**src/rtl/sm3_msg_arb.sv**
```systemverilog
`default_nettype none
// sm3_msg_arb: round-robin arbiter sharing one SM3 padder and compression engine
// among NUM_REQ message requesters; a grant is held from first beat until hash completion.
module sm3_msg_arb #(
  parameter int NUM_REQ = 2,
  parameter int DW      = 64,
  parameter int BW      = DW/8
) (
  input  logic                  clk,
  input  logic                  rst,
  input  logic [NUM_REQ*DW-1:0] req_d_i,
  input  logic [NUM_REQ*BW-1:0] req_vld_byte_i,
  input  logic [NUM_REQ-1:0]    req_vld_i,
  input  logic [NUM_REQ-1:0]    req_lst_i,
  output logic [NUM_REQ-1:0]    req_rdy_o,
  output logic [DW-1:0]         msg_inpt_d_o,
  output logic [BW-1:0]         msg_inpt_vld_byte_o,
  output logic                  msg_inpt_vld_o,
  output logic                  msg_inpt_lst_o,
  input  logic                  msg_inpt_rdy_i,
  input  logic                  hash_done_i,
  output logic [NUM_REQ-1:0]    rslt_vld_o,
  output logic [2:0]            gnt_id_o,
  output logic                  busy_o,
  output logic                  err_o
);

  typedef enum logic [1:0] {
    IDLE      = 2'd0,
    GRANT     = 2'd1,
    WAIT_RSLT = 2'd2,
    DONE      = 2'd3
  } state_t;

  state_t              state;
  logic [2:0]          rr_ptr;
  logic [15:0]         beat_cnt;

  logic [7:0]          vld_pad;
  logic [3:0]          idx;
  logic                sel_found;
  logic [2:0]          sel_id;

  logic [DW-1:0]       gnt_d;
  logic [BW-1:0]       gnt_vb;
  logic                gnt_vld;
  logic                gnt_lst;
  logic [NUM_REQ-1:0]  gnt_onehot;

  logic                in_grant;
  logic                xfer;

  // Rotating priority search: first asserting requester at or above rr_ptr, with wrap.
  always_comb begin
    vld_pad                = '0;
    vld_pad[NUM_REQ-1:0]   = req_vld_i;
    sel_found              = 1'b0;
    sel_id                 = '0;
    idx                    = '0;
    for (int i = 0; i < NUM_REQ; i++) begin
      idx = {1'b0, rr_ptr} + 4'(i);
      if (idx >= 4'(NUM_REQ)) begin
        idx = idx - 4'(NUM_REQ);
      end
      if (!sel_found && vld_pad[idx[2:0]]) begin
        sel_found = 1'b1;
        sel_id    = idx[2:0];
      end
    end
  end

  always_comb begin
    gnt_d      = '0;
    gnt_vb     = '0;
    gnt_vld    = 1'b0;
    gnt_lst    = 1'b0;
    gnt_onehot = '0;
    for (int k = 0; k < NUM_REQ; k++) begin
      if (gnt_id_o == 3'(k)) begin
        gnt_d         = req_d_i[k*DW +: DW];
        gnt_vb        = req_vld_byte_i[k*BW +: BW];
        gnt_vld       = req_vld_i[k];
        gnt_lst       = req_lst_i[k];
        gnt_onehot[k] = 1'b1;
      end
    end
  end

  // The padder samples valid without looking at its own ready, so valid is qualified here.
  assign in_grant            = (state == GRANT);
  assign xfer                = in_grant && gnt_vld && msg_inpt_rdy_i;
  assign req_rdy_o           = {NUM_REQ{in_grant && msg_inpt_rdy_i}} & gnt_onehot;
  assign msg_inpt_vld_o      = xfer;
  assign msg_inpt_lst_o      = xfer && gnt_lst;
  assign msg_inpt_d_o        = gnt_d;
  assign msg_inpt_vld_byte_o = gnt_vb;
  assign busy_o              = (state != IDLE);

  always_ff @(posedge clk or posedge rst) begin
    if (rst) begin
      state      <= IDLE;
      rr_ptr     <= '0;
      gnt_id_o   <= '0;
      rslt_vld_o <= '0;
      err_o      <= 1'b0;
      beat_cnt   <= '0;
    end else begin
      if (hash_done_i && (state != WAIT_RSLT)) begin
        err_o <= 1'b1;
      end
      case (state)
        IDLE: begin
          if (sel_found) begin
            gnt_id_o <= sel_id;
            state    <= GRANT;
          end
        end
        GRANT: begin
          if (xfer) begin
            if (beat_cnt != 16'hFFFF) begin
              beat_cnt <= beat_cnt + 16'd1;
            end
            if (gnt_lst) begin
              state <= WAIT_RSLT;
            end
          end
        end
        WAIT_RSLT: begin
          if (hash_done_i) begin
            rslt_vld_o <= gnt_onehot;
            state      <= DONE;
          end
        end
        DONE: begin
          // Moving the pointer past the finished owner keeps it from winning twice in a row.
          rslt_vld_o <= '0;
          rr_ptr     <= (gnt_id_o == 3'(NUM_REQ-1)) ? 3'd0 : gnt_id_o + 3'd1;
          beat_cnt   <= '0;
          state      <= IDLE;
        end
        default: state <= IDLE;
      endcase
    end
  end

endmodule
`default_nettype wire

```
**config.mk**
```make
export PLATFORM = sky130hd
export DESIGN_NAME = sm3_msg_arb
export DESIGN_NICKNAME = d
export VERILOG_FILES = /design/src/rtl/sm3_msg_arb.sv
export SDC_FILE = /design/constraint.sdc
export NUM_CORES = 1
export LEC_CHECK = 0
export BUFFER_PORTS_ARGS = -buffer_cell sky130_fd_sc_hd__buf_4
export CAP_MARGIN = 20
export CORE_AREA = 2 2 92 94
export DETAILED_ROUTE_END_ITERATION = 10
export DIE_AREA = 0 0 94 96
export GPL_TIMING_DRIVEN = 1
export HOLD_SLACK_MARGIN = 0.05
export PLACE_DENSITY_LB_ADDON = 0.2
export RECOVER_POWER = 100
export SLEW_MARGIN = 20
export SYNTH_ARGS = -nofsm -noshare
export SYNTH_HDL_FRONTEND = slang
export SYNTH_SLANG_ARGS = --single-unit
```
**constraint.sdc**
```tcl
create_clock -name clk -period 2.1 [get_ports clk]
set_input_delay 0.105 -clock clk [delete_from_list [all_inputs] [get_ports clk]]
set_output_delay 0.105 -clock clk [all_outputs]
set_load 0.005 [all_outputs]
```
==> impl_summary.md <==
Outcome
The run finished with clean final reports.

Setup path
The element type at the critical path end is an output pin. Across all register-to-register paths, the minimum setup slack is approximately 0.17 ns. The endpoint of the worst setup timing path is msg_inpt_d_o[4]. In this run the critical register-to-register path is captured at state[1]. The family with the most delay on the worst path is buffers and inverters.

The most critical setup path has its startpoint at gnt_id_o[2]. Counting buffers and inverters, the worst setup path is 5 cells deep. STA classifies the critical path startpoint as a flop.

The signal on the critical path passes through clkbuf_1 > nor3_4 > buf_2 > a22o_1 > buf_4. The endpoint arrival time on the critical path is 1.89 ns. The maximum fanout count along the critical path is 20.

Data on the critical path is required at its endpoint by 2.00 ns. The largest incremental delay on the critical path is roughly 0.40 ns. Counting both buffers and inverters, the worst setup path holds a total of 3. The type of the setup path with the least slack is reg -> out. Counting cells, the worst reg-to-reg path comes to 5. The worst register-to-register path begins at gnt_id_o[0]. The cell at the slowest stage of the critical path is sky130_fd_sc_hd__buf_2.

Routing
After detailed routing, no signal wire sits above met4. The amount of wire on met3 after detailed routing is about 660 um. The DRC violations left is 0. The routed design has a little under 9000 um of wire. The first TritonRoute pass finished after 4 iterations. The iteration-0 DRC count of the detailed router is 29. In the final routed layout, each cell accounts on average for 17.2 um. Wire segments on met2 add up to 4510 um in the final route. The total vias in the final route is around 2300.

Dividing the detail-routed via count by the number of cells gives 4.59. The detail route stage leaves a number of antenna-violating nets equal to 0. The routed metal-1 wirelength is 3370 um.

Die
The die covers about 9000 um^2. The number of placement rows is 33. The number of placed I/O pins is roughly 240. The die extent in x is between 90 and 100 um. The core outline area is 8050 um^2.

The die is about 96 um tall. The starting utilization of the core area is 18.6%.

Place
Buffers placed on the I/O ports in this run total about 230. At the end of routability-driven placement, the weighted congestion stood at roughly 0.76. The number of placed instances, taps included is 498. Detailed placement finished with a half-perimeter wire length of 7440 um.

Timing
The max-slew headroom at the worst pin is between 60% and 70%. Setup violations remaining at the end of the flow were counted as 0. The max-slew violation total from the final report is 0. The minimum clock period after layout is ~2 ns. The final-report hold violation count came to 0. For this run, the top clock speed supported by timing is approximately 0.5 GHz. The setup skew after layout is approximately 0.006 ns. Dividing the final minimum period by the clock period gives 95.1%.

Setup repair after global routing left no endpoint under its margin. At the pin with the least slew margin, the transition time is ~0.5 ns. The final-layout setup total negative slack is 0 ns.

Synthesis
The number of warnings printed during yosys synthesis is 0. The share of synthesized registers carrying an async set or reset is 100%. Ranked by total cell area, the synthesized netlist is headed by sky130_fd_sc_hd__a22o_1, sky130_fd_sc_hd__dfrtp_1, sky130_fd_sc_hd__ha_1. Of the post-synthesis cell area, the dominant cell type holds between 40% and 50%. The post-synthesis register bit count is 11. Among all flip-flop cells after synthesis, the most frequent one is sky130_fd_sc_hd__dfrtp_1.

The synthesized design spends more area on one cell type than any other, namely sky130_fd_sc_hd__a22o_1. The synthesized netlist contains 26 unique library cells. The most common cell in the synthesized netlist is sky130_fd_sc_hd__a22o_1. Sorting the synthesized cells by how often they occur yields sky130_fd_sc_hd__a22o_1, sky130_fd_sc_hd__buf_2, sky130_fd_sc_hd__dfrtp_1. Synthesis produced 170 cells. The synthesized design contains 0 enable-type register cells. The post-synthesis sequential area ratio is 18.4%. The average instance in the mapped netlist occupies between 8 and 9 um^2. The cell area that synthesis handed to floorplanning was roughly 1500 um^2.

When the netlist entered floorplanning its net count stood at approximately 330.

Power and ir drop
The part of the power in combinational logic is a little over 80%. The fraction of power spent switching nets is 42.4%. The power per standard cell area is approximately 1000 nW/um^2. The net switching power figure is 1.46 mW. The share of total power in sequential cells is about 11%. The clock network is responsible for approximately 6.3% of the overall power. The internal power of the cells totals just under 2 mW. Across the VDD grid, the largest voltage drop is about 0.6 mV. Summed over all cells, the static leakage comes to 1.78 nW. The overall power is between 3 and 4 mW.

Cells and area
The number of nets in the final layout is between 500 and 600. The final core utilization is a little over two fifths. The number of diodes added for antenna fixing is 0. The area added between synthesis and finish is 125%.

The ratio of cells with drive above 1 in the final layout is 58.8%. Once layout is complete, the cells apart from fillers number 503.

Clocking
Clock-pin slew was measured on the worst setup and hold paths at about 0.060 ns. The H-tree level count is 1. The clock net in this run drives a total of 11 sinks. The clock tree from TritonCTS is done. TritonCTS created 3 clock buffers. The clock network latency to the later pin of the worst-skew pair is 0.24 ns. In this run the clock root is driven by a sky130_fd_sc_hd__clkbuf_8. Counting along the longest clock path gives a buffer depth of 2.

GRT
The global-route wire length before repair is 11700 um. The number of global-route vias before repair is 2173. Across every metal layer, demand over resource in global routing totals ~17%.

The pin count of the biggest net entering global routing is 53. The number of antenna violations at the first check in global routing is 0. The overflow left after global routing is 0.

Worst hold path
The kind of path behind the tightest hold check is in -> reg. The cell count of the worst hold path is 2.

Run
The number of maximum-capacitance constraint violations is 0.
==> metal layers <==
metal	up-vias	track usage, %
met4	0	3.62
met3	8	3.92
met2	101	30.4
met1	1076	20.4
met5	-	0
li1	1124	-
==> final cells by class <==
type                    count  area, um^2
fillers                   843        4690
repair buffers            242        1780
multi-input cells         132        1090
flip-flops and latches     11         277
well taps                 105         131
clock buffers               3        41.3
inverters                   9        33.8
clock inverters             1        5.00
==> power by group through the flow <==
| stage | registers [mW] | logic (mW) | clock network [mW] |
|---|---|---|---|
| 2_1_floorplan | 0.344 | 1.51 | 0 |
| 3_3_place_gp | 0.366 | 3.04 | 0 |
| 3_5_place_dp | 0.373 | 3.05 | 0 |
| 6_report | 0.373 | 2.84 | 0.216 |
| 4_1_cts | 0.372 | 3.06 | 0.219 |
| 5_1_grt | 0.384 | 3.13 | 0.227 |
==> how the worst min path moves through the flow <==
stage / to / startpoint
after floorplan: err_o / rst
after global placement: err_o / rst
after detailed placement: err_o / rst
after CTS: err_o / hash_done_i
after global routing: err_o / hash_done_i
final: err_o / hash_done_i
==> through the flow <==
step / area, um^2 / setup WS (ns) / hold slack (ns)
2_1_floorplan: 1500 / 0.335 / -0.0426
5_1_grt: 3360 / 0.0123 / 0.113
6_report: 3360 / 0.102 / 0.0919
3_3_place_gp: 3390 / 0.208 / 0.136
4_1_cts: 3450 / 0.101 / 0.0889
3_5_place_dp: 3390 / 0.112 / 0.152
==> logic make-up after synthesis <==
group | share of synthesized area, %
and+or+nand+nor | 8.86
xor gates and xnor gates | 1.76
buffers and inverters | 8.28
DFF | 18.4
muxes | 5.52
AOI/OAI and AO/OA | 49.7
adders and majority gates | 7.53
==> sequential cells by signal (all words and copies together), names as in the netlist <==
name        flops
err_o           1
rr_ptr          3
rslt_vld_o      2
gnt_id_o        3
state           2
==> what timing repair did <==
action / in CTS / in global routing
gates resized for setup: 0 / 1
hold buffers: 1 / 0
endpoints found under the hold margin: 11 / 0
setup buffers: 0 / 0
setup endpoints to repair: 0 / 1
==> cells in the final DEF (no fill, tap or decap), types with 2 or more instances in the layout <==
| cell type | synthesis | routed |
|---|---|---|
| sky130_fd_sc_hd__a21oi_1 | 3 | 3 |
| sky130_fd_sc_hd__inv_1 | 9 | 9 |
| sky130_fd_sc_hd__mux2i_1 | 6 | 6 |
| sky130_fd_sc_hd__mux2_1 | 2 | 2 |
| sky130_fd_sc_hd__nand3b_1 | 2 | 2 |
| sky130_fd_sc_hd__clkbuf_8 | 0 | 3 |
| sky130_fd_sc_hd__a21o_1 | 2 | 2 |
| sky130_fd_sc_hd__xor2_1 | 2 | 2 |
| sky130_fd_sc_hd__buf_12 | 0 | 2 |
| sky130_fd_sc_hd__dfrtp_1 | 11 | 10 |
| sky130_fd_sc_hd__ha_1 | 9 | 9 |
| sky130_fd_sc_hd__nand2b_1 | 3 | 3 |
| sky130_fd_sc_hd__clkbuf_4 | 0 | 58 |
| sky130_fd_sc_hd__clkbuf_1 | 0 | 16 |
| sky130_fd_sc_hd__nand2_1 | 9 | 9 |
| sky130_fd_sc_hd__buf_4 | 0 | 162 |
| sky130_fd_sc_hd__a22o_1 | 72 | 72 |
| sky130_fd_sc_hd__nor2_1 | 5 | 5 |
| sky130_fd_sc_hd__o21ai_0 | 4 | 4 |
Power figures use the tool's default switching activity.
